==> src/rtl/lsu_pkg.sv <==
// Shared types for the memory-stage load/store unit.
// Size codes follow the RV32I funct3 load/store encodings.
package lsu_pkg;

  localparam logic [2:0] SZ_B  = 3'b000;
  localparam logic [2:0] SZ_H  = 3'b001;
  localparam logic [2:0] SZ_W  = 3'b010;
  localparam logic [2:0] SZ_BU = 3'b100;
  localparam logic [2:0] SZ_HU = 3'b101;

  typedef enum logic [1:0] {
    ST_IDLE,
    ST_REQ,
    ST_RESP
  } lsu_state_t;

endpackage

==> src/rtl/lsu_mem_if.sv <==
// Word-addressed data bus between the LSU and memory.
// Request/grant for the address phase, rvalid for load data.
interface lsu_mem_if #(
  parameter int ADDR_W = 32
);

  logic              req;
  logic              we;
  logic [ADDR_W-1:0] addr;
  logic [3:0]        be;
  logic [31:0]       wdata;
  logic              gnt;
  logic              rvalid;
  logic [31:0]       rdata;

  modport master (
    output req, we, addr, be, wdata,
    input  gnt, rvalid, rdata
  );

  modport slave (
    input  req, we, addr, be, wdata,
    output gnt, rvalid, rdata
  );

endinterface

==> src/rtl/lsu_align.sv <==
// Byte-lane steering, alignment check and load extension.
// Purely combinational; store side uses the live request.
module lsu_align
  import lsu_pkg::*;
(
  input  logic [2:0]  st_size,
  input  logic [1:0]  st_off,
  input  logic [31:0] st_wdata,
  output logic [3:0]  st_be,
  output logic [31:0] st_lane,
  output logic        st_err,
  input  logic [2:0]  ld_size,
  input  logic [1:0]  ld_off,
  input  logic [31:0] ld_rdata,
  output logic [31:0] ld_data
);

  logic [7:0]  ld_byte;
  logic [15:0] ld_half;

  // lane enables, replicated data and misalignment/illegal size
  always_comb begin
    st_be   = 4'b0000;
    st_lane = 32'h0;
    st_err  = 1'b0;
    unique case (1'b1)
      (st_size == SZ_B || st_size == SZ_BU): begin
        st_be   = 4'b0001 << st_off;
        st_lane = {4{st_wdata[7:0]}};
      end
      (st_size == SZ_H || st_size == SZ_HU): begin
        st_be   = 4'b0011 << st_off;
        st_lane = {2{st_wdata[15:0]}};
        st_err  = st_off[0];
      end
      (st_size == SZ_W): begin
        st_be   = 4'b1111;
        st_lane = st_wdata;
        st_err  = |st_off;
      end
      default: st_err = 1'b1;
    endcase
  end

  assign ld_byte = ld_rdata[8*ld_off +: 8];
  assign ld_half = ld_rdata[16*ld_off[1] +: 16];

  // pick the addressed byte/half and extend it
  always_comb begin
    ld_data = ld_rdata;
    unique case (1'b1)
      (ld_size == SZ_B):  ld_data = {{24{ld_byte[7]}}, ld_byte};
      (ld_size == SZ_BU): ld_data = {24'h0, ld_byte};
      (ld_size == SZ_H):  ld_data = {{16{ld_half[15]}}, ld_half};
      (ld_size == SZ_HU): ld_data = {16'h0, ld_half};
      default:            ld_data = ld_rdata;
    endcase
  end

endmodule

==> src/rtl/lsu_mem.sv <==
// Memory-stage load/store unit: one bus transaction per access.
// Holds the pipeline off via req_ready_o until the access retires.
module lsu_mem
  import lsu_pkg::*;
#(
  parameter int ADDR_W = 32
) (
  input  logic              clk,
  input  logic              rst_n,
  input  logic              req_valid_i,
  output logic              req_ready_o,
  input  logic              mem_we_i,
  input  logic              mem_re_i,
  input  logic [2:0]        mem_size_i,
  input  logic [ADDR_W-1:0] addr_i,
  input  logic [31:0]       wdata_i,
  input  logic [4:0]        rd_addr_i,
  lsu_mem_if.master         bus,
  output logic              wb_valid_o,
  output logic [4:0]        wb_rd_addr_o,
  output logic [31:0]       wb_data_o,
  output logic              done_o,
  output logic              exc_o
);

  lsu_state_t state_q, state_d;

  logic        is_ld_q;
  logic [2:0]  size_q;
  logic [1:0]  off_q;
  logic [4:0]  rd_q;

  logic        accept;
  logic        go_req;
  logic        go_exc;
  logic        st_done;
  logic        ld_done;

  logic [3:0]  a_be;
  logic [31:0] a_lane;
  logic        a_err;
  logic [31:0] a_ld;

  lsu_align u_align (
    .st_size  (mem_size_i),
    .st_off   (addr_i[1:0]),
    .st_wdata (wdata_i),
    .st_be    (a_be),
    .st_lane  (a_lane),
    .st_err   (a_err),
    .ld_size  (size_q),
    .ld_off   (off_q),
    .ld_rdata (bus.rdata),
    .ld_data  (a_ld)
  );

  assign req_ready_o = (state_q == ST_IDLE);
  assign accept = req_valid_i & req_ready_o
                & (mem_we_i | mem_re_i);

  // next state and one-cycle event strobes
  always_comb begin
    state_d = state_q;
    go_req  = 1'b0;
    go_exc  = 1'b0;
    st_done = 1'b0;
    ld_done = 1'b0;
    unique case (state_q)
      ST_IDLE: begin
        if (accept) begin
          if (a_err) begin
            go_exc = 1'b1;
          end else begin
            go_req  = 1'b1;
            state_d = ST_REQ;
          end
        end
      end
      ST_REQ: begin
        if (bus.gnt) begin
          if (is_ld_q) begin
            state_d = ST_RESP;
          end else begin
            st_done = 1'b1;
            state_d = ST_IDLE;
          end
        end
      end
      ST_RESP: begin
        if (bus.rvalid) begin
          ld_done = 1'b1;
          state_d = ST_IDLE;
        end
      end
      default: state_d = ST_IDLE;
    endcase
  end

  // state register
  always_ff @(posedge clk or negedge rst_n) begin
    if (!rst_n) state_q <= ST_IDLE;
    else        state_q <= state_d;
  end

  // registered bus outputs and latched access context
  always_ff @(posedge clk or negedge rst_n) begin
    if (!rst_n) begin
      bus.req   <= 1'b0;
      bus.we    <= 1'b0;
      bus.addr  <= '0;
      bus.be    <= 4'b0000;
      bus.wdata <= 32'h0;
      is_ld_q   <= 1'b0;
      size_q    <= 3'b000;
      off_q     <= 2'b00;
      rd_q      <= 5'd0;
    end else if (go_req) begin
      bus.req   <= 1'b1;
      bus.we    <= mem_we_i;
      bus.addr  <= {addr_i[ADDR_W-1:2], 2'b00};
      bus.be    <= a_be;
      bus.wdata <= a_lane;
      is_ld_q   <= ~mem_we_i;
      size_q    <= mem_size_i;
      off_q     <= addr_i[1:0];
      rd_q      <= rd_addr_i;
    end else if (state_q == ST_REQ && bus.gnt) begin
      bus.req   <= 1'b0;
      bus.we    <= 1'b0;
    end
  end

  // completion, exception and writeback pulses
  always_ff @(posedge clk or negedge rst_n) begin
    if (!rst_n) begin
      done_o       <= 1'b0;
      exc_o        <= 1'b0;
      wb_valid_o   <= 1'b0;
      wb_rd_addr_o <= 5'd0;
      wb_data_o    <= 32'h0;
    end else begin
      done_o     <= st_done | ld_done | go_exc;
      exc_o      <= go_exc;
      wb_valid_o <= ld_done;
      if (ld_done) begin
        wb_rd_addr_o <= rd_q;
        wb_data_o    <= a_ld;
      end
    end
  end

endmodule

==> src/flat_wrapper.sv <==
// flat-port wrapper written by rule: the top's interface ports become plain ports
module lsu_mem_flat import lsu_pkg::*;
#(
  parameter int ADDR_W = 32
)
  (clk, rst_n, req_valid_i, req_ready_o, mem_we_i, mem_re_i, mem_size_i, addr_i, wdata_i, rd_addr_i, wb_valid_o, wb_rd_addr_o, wb_data_o, done_o, exc_o, bus_req, bus_we, bus_addr, bus_be, bus_wdata, bus_gnt, bus_rvalid, bus_rdata);
  lsu_mem_if #(.ADDR_W(ADDR_W)) bus_i ();
  input  logic clk;
  input  logic rst_n;
  input  logic req_valid_i;
  output logic req_ready_o;
  input  logic mem_we_i;
  input  logic mem_re_i;
  input  logic [2:0] mem_size_i;
  input  logic [ADDR_W-1:0] addr_i;
  input  logic [31:0] wdata_i;
  input  logic [4:0] rd_addr_i;
  output logic wb_valid_o;
  output logic [4:0] wb_rd_addr_o;
  output logic [31:0] wb_data_o;
  output logic done_o;
  output logic exc_o;
  output wire logic [$bits(bus_i.req)-1:0] bus_req;
  output wire logic [$bits(bus_i.we)-1:0] bus_we;
  output wire logic [$bits(bus_i.addr)-1:0] bus_addr;
  output wire logic [$bits(bus_i.be)-1:0] bus_be;
  output wire logic [$bits(bus_i.wdata)-1:0] bus_wdata;
  input wire logic [$bits(bus_i.gnt)-1:0] bus_gnt;
  input wire logic [$bits(bus_i.rvalid)-1:0] bus_rvalid;
  input wire logic [$bits(bus_i.rdata)-1:0] bus_rdata;
  assign bus_req = bus_i.req;
  assign bus_we = bus_i.we;
  assign bus_addr = bus_i.addr;
  assign bus_be = bus_i.be;
  assign bus_wdata = bus_i.wdata;
  assign bus_i.gnt = bus_gnt;
  assign bus_i.rvalid = bus_rvalid;
  assign bus_i.rdata = bus_rdata;
  lsu_mem #(.ADDR_W(ADDR_W)) u_core (.clk(clk), .rst_n(rst_n), .req_valid_i(req_valid_i), .req_ready_o(req_ready_o), .mem_we_i(mem_we_i), .mem_re_i(mem_re_i), .mem_size_i(mem_size_i), .addr_i(addr_i), .wdata_i(wdata_i), .rd_addr_i(rd_addr_i), .bus(bus_i), .wb_valid_o(wb_valid_o), .wb_rd_addr_o(wb_rd_addr_o), .wb_data_o(wb_data_o), .done_o(done_o), .exc_o(exc_o));
endmodule
==> config.mk <==
export PLATFORM = sky130hd
export DESIGN_NAME = lsu_mem_flat
export DESIGN_NICKNAME = d
export VERILOG_FILES = /design/src/rtl/lsu_pkg.sv /design/src/rtl/lsu_mem_if.sv /design/src/rtl/lsu_align.sv /design/src/rtl/lsu_mem.sv /design/src/flat_wrapper.sv
export SDC_FILE = /design/constraint.sdc
export NUM_CORES = 1
export LEC_CHECK = 0
export CAP_MARGIN = 20
export CORE_MARGIN = 2
export CORE_UTILIZATION = 44
export DETAILED_ROUTE_END_ITERATION = 10
export GPL_ROUTABILITY_DRIVEN = 0
export PLACE_DENSITY = 0.81
export RECOVER_POWER = 100
export SKIP_LAST_GASP = 1
export SYNTH_ARGS = -nofsm -noshare
export SYNTH_HDL_FRONTEND = slang
export SYNTH_SLANG_ARGS = --single-unit
==> constraint.sdc <==
create_clock -name clk -period 2.1 [get_ports clk]
set_input_delay 0.42 -clock clk [delete_from_list [all_inputs] [get_ports clk]]
set_output_delay 0.42 -clock clk [all_outputs]
set_load 0.03 [all_outputs]
==> out/metrics.cfg <==
[layout]
fin_nets=848
fin_util_pct=68.6
syn_to_final_growth_pct=53.7
final_common_cell=dfrtp_1
final_cell_mix=dfrtp_1 (121), dlygate4sd3_1 (109), clkdlybuf4s50_1 (108)
drive_above_1_share_pct=10.1
fillCellCount=975
diodes=0

[sta]
slew_headroom_pct=41.3
hold_viol=0
slew_viol_final=0
period_needed_ns=2.01
fin_ws_ns=0.0928
rsz0062_at_grt=false
skew_ns=0.00874
max_freq_ghz=0.498
period_share_pct=95.6
worst_pin_slew_ns=0.880
setup_viol=0
fin_tns_setup_ns=0

[drt]
dr.first_iter.drc_count=405
viasPerCell=5.21
drtPass1Iterations=4
drtAntennaViolNets=0
drc=0
wl_per_cell_um=17.9
vias=4800
wirelength_mm=16.5

[synth]
synth-main-ff-cell=dfrtp_1
synth_top_area_share_pct=54.4
yosys_warnings=0
syn_area_um2=5560
yosysUniqueCellTypes=38
yosysTopAreaCell=dfrtp_1
synth_edf_count=0
postSynthRegisterBits=121
async_reset_ff_share_pct=100
synthTopCellsByArea=dfrtp_1 (54%), mux2_4 (11%), nand2_1 (5.2%), o21ai_0 (4.7%), nand3_1 (3.0%)
ys_seq_area_share_pct=54.4
syn_area_per_cell_um2=11.1
syn_inst=503

[die]
dieArea_um2=13600
fp.dieW_um=116
num_io_pins=222
die_h_um=116
initial_core_util_pct=44.6
core.rowCount=41
coreArea_um2=12500

[setup_path]
path_buf_inv=1
worstSetupPathType=reg2out
worstPathCellList=nor2_1 -> dlygate4sd2_1
end_kind=output pin
required_ns=1.68
crit_family=buffers and inverters
worstPathMaxFanout=5
crit_slowest_cell=dlygate4sd2_1
worstPathArrival_ns=1.59
max_stage_delay_ns=0.46
cp-start-kind=flop

[cts]
clockBufferDepth=2
root_buffer=clkbuf_16
postCtsSetupBuffers=0
numCtsBuffers=17
htree_levels=4
clock_latency_ns=0.41
tritoncts=yes
clkSinkCount=121
cts.reportedPaths.clkPinSlew_ns=0.06

[status]
outcome=finished clean

[placed_design]
post-place-ws_ns=-0.517
place.port_buffers=219
dp_hpwl_mm=12.1

[global_route]
grt_max_degree=55
track_usage_pct=24.9
antenna_found_initial=0
grt_overflow_total=0
grt_pass1_vias=4929
grt_pass1_wl_mm=25.4

[power]
leakagePower_nw=3.85
power.density_nw_per_um2=1330
worst_ir_drop_vdd_mv=0.646
finalPower_mw=11.4

[hold_path]
hp-class=reg2reg

[job]
cap_violations=0

==> tightest hold or removal path: stages (launching register included) <==
cell and delay, ns:
dfrtp_1 0.33, nand2_1 0.05, o21ai_0 0.06
==> what timing repair did <==
action	4_1_cts	5_1_grt
endpoints found under the setup margin	67	4
resized for setup	2	1
pin swaps	1	1
hold endpoints to repair	32	0
hold buffers	1	0
==> worst paths after layout <==
path                                      from                    to  slack, ns  cells past startpoint
max in group asynchronous                rst_n  u_core.wb_data_o[21]       0.28                      3
min in group asynchronous                rst_n   u_core.wb_data_o[1]       0.67                      2
min                        u_core.wb_data_o[6]   u_core.wb_data_o[6]       0.47                      2
max                          u_core.state_q[1]           req_ready_o       0.09                      2
max reg2reg                  u_core.state_q[0]   u_core.wb_data_o[4]       0.21                      5
min reg2reg                u_core.wb_data_o[6]   u_core.wb_data_o[6]       0.47                      2
==> where the power goes <==
group,switching [mW],internal (mW),total [mW]
logic,2.76,1.81,4.56
clock network,1.13,2.01,3.14
registers,0.497,3.16,3.65
==> layer usage <==
layer	global-route usage [%]	part of all wire, %	up-vias
met5	0	0	-
met1	30.2	39	2322
met4	11.2	2.8	0
li1	-	-	2220
met3	8.41	9.3	26
met2	40.5	49	232
==> cell families (layout without fill, tap and decap cells) <==
logic type             count (synthesis)  after routing  synth area share (%)
other                                  1              2                0.0674
AND/OR/NAND/NOR                      169            169                  14.5
buffers and inverters                 41            287                  4.03
flip-flops                           121            121                  54.4
AO/OA/AOI/OAI                        100            100                  10.3
multiplexers                          71             71                  16.7
==> sequential cells by signal, indices dropped and copies added, names as in the netlist <==
name / flops
u_core.state_q: 2
u_core.rd_q: 5
u_core.bus.we: 1
u_core.bus.addr: 30
u_core.bus.wdata: 32
u_core.wb_rd_addr_o: 5
u_core.wb_valid_o: 1
u_core.bus.be: 4
u_core.size_q: 3
u_core.wb_data_o: 32
u_core.done_o: 1
u_core.bus.req: 1
u_core.exc_o: 1
u_core.off_q: 2
u_core.is_ld_q: 1
==> layout make-up <==
class | count | area, um^2 | share of cell area, %
clock inverters | 15 | 216 | 2.53
flip-flops and latches | 121 | 3030 | 35.4
multi-input cells | 342 | 2200 | 25.7
inverters | 5 | 18.8 | 0.220
repair buffers | 250 | 2440 | 28.6
well taps | 172 | 215 | 2.52
clock buffers | 17 | 425 | 4.98
==> synthesized netlist by cell type, drive strengths merged (5+ instances only) <==
master,number
nand3,33
a22oi,8
mux2i,16
nand2,77
clkbuf,13
nor2b,9
o21ai,53
nand3b,10
nor2,18
buf,23
a21oi,28
nand2b,9
mux2,55
dfrtp,121
nor3,6
inv,5
==> per-stage QoR <==
stage | hold slack [ns] | instances | instance area (um^2)
final | 0.470 | 922 | 8550
after detailed placement | 0.408 | 889 | 8070
after floorplan | 0.124 | 504 | 5570
after global placement | 0.400 | 889 | 8070
after global routing | 0.495 | 922 | 8550
after CTS | 0.481 | 922 | 8730
No activity file was read; power rests on OpenSTA's default activity.
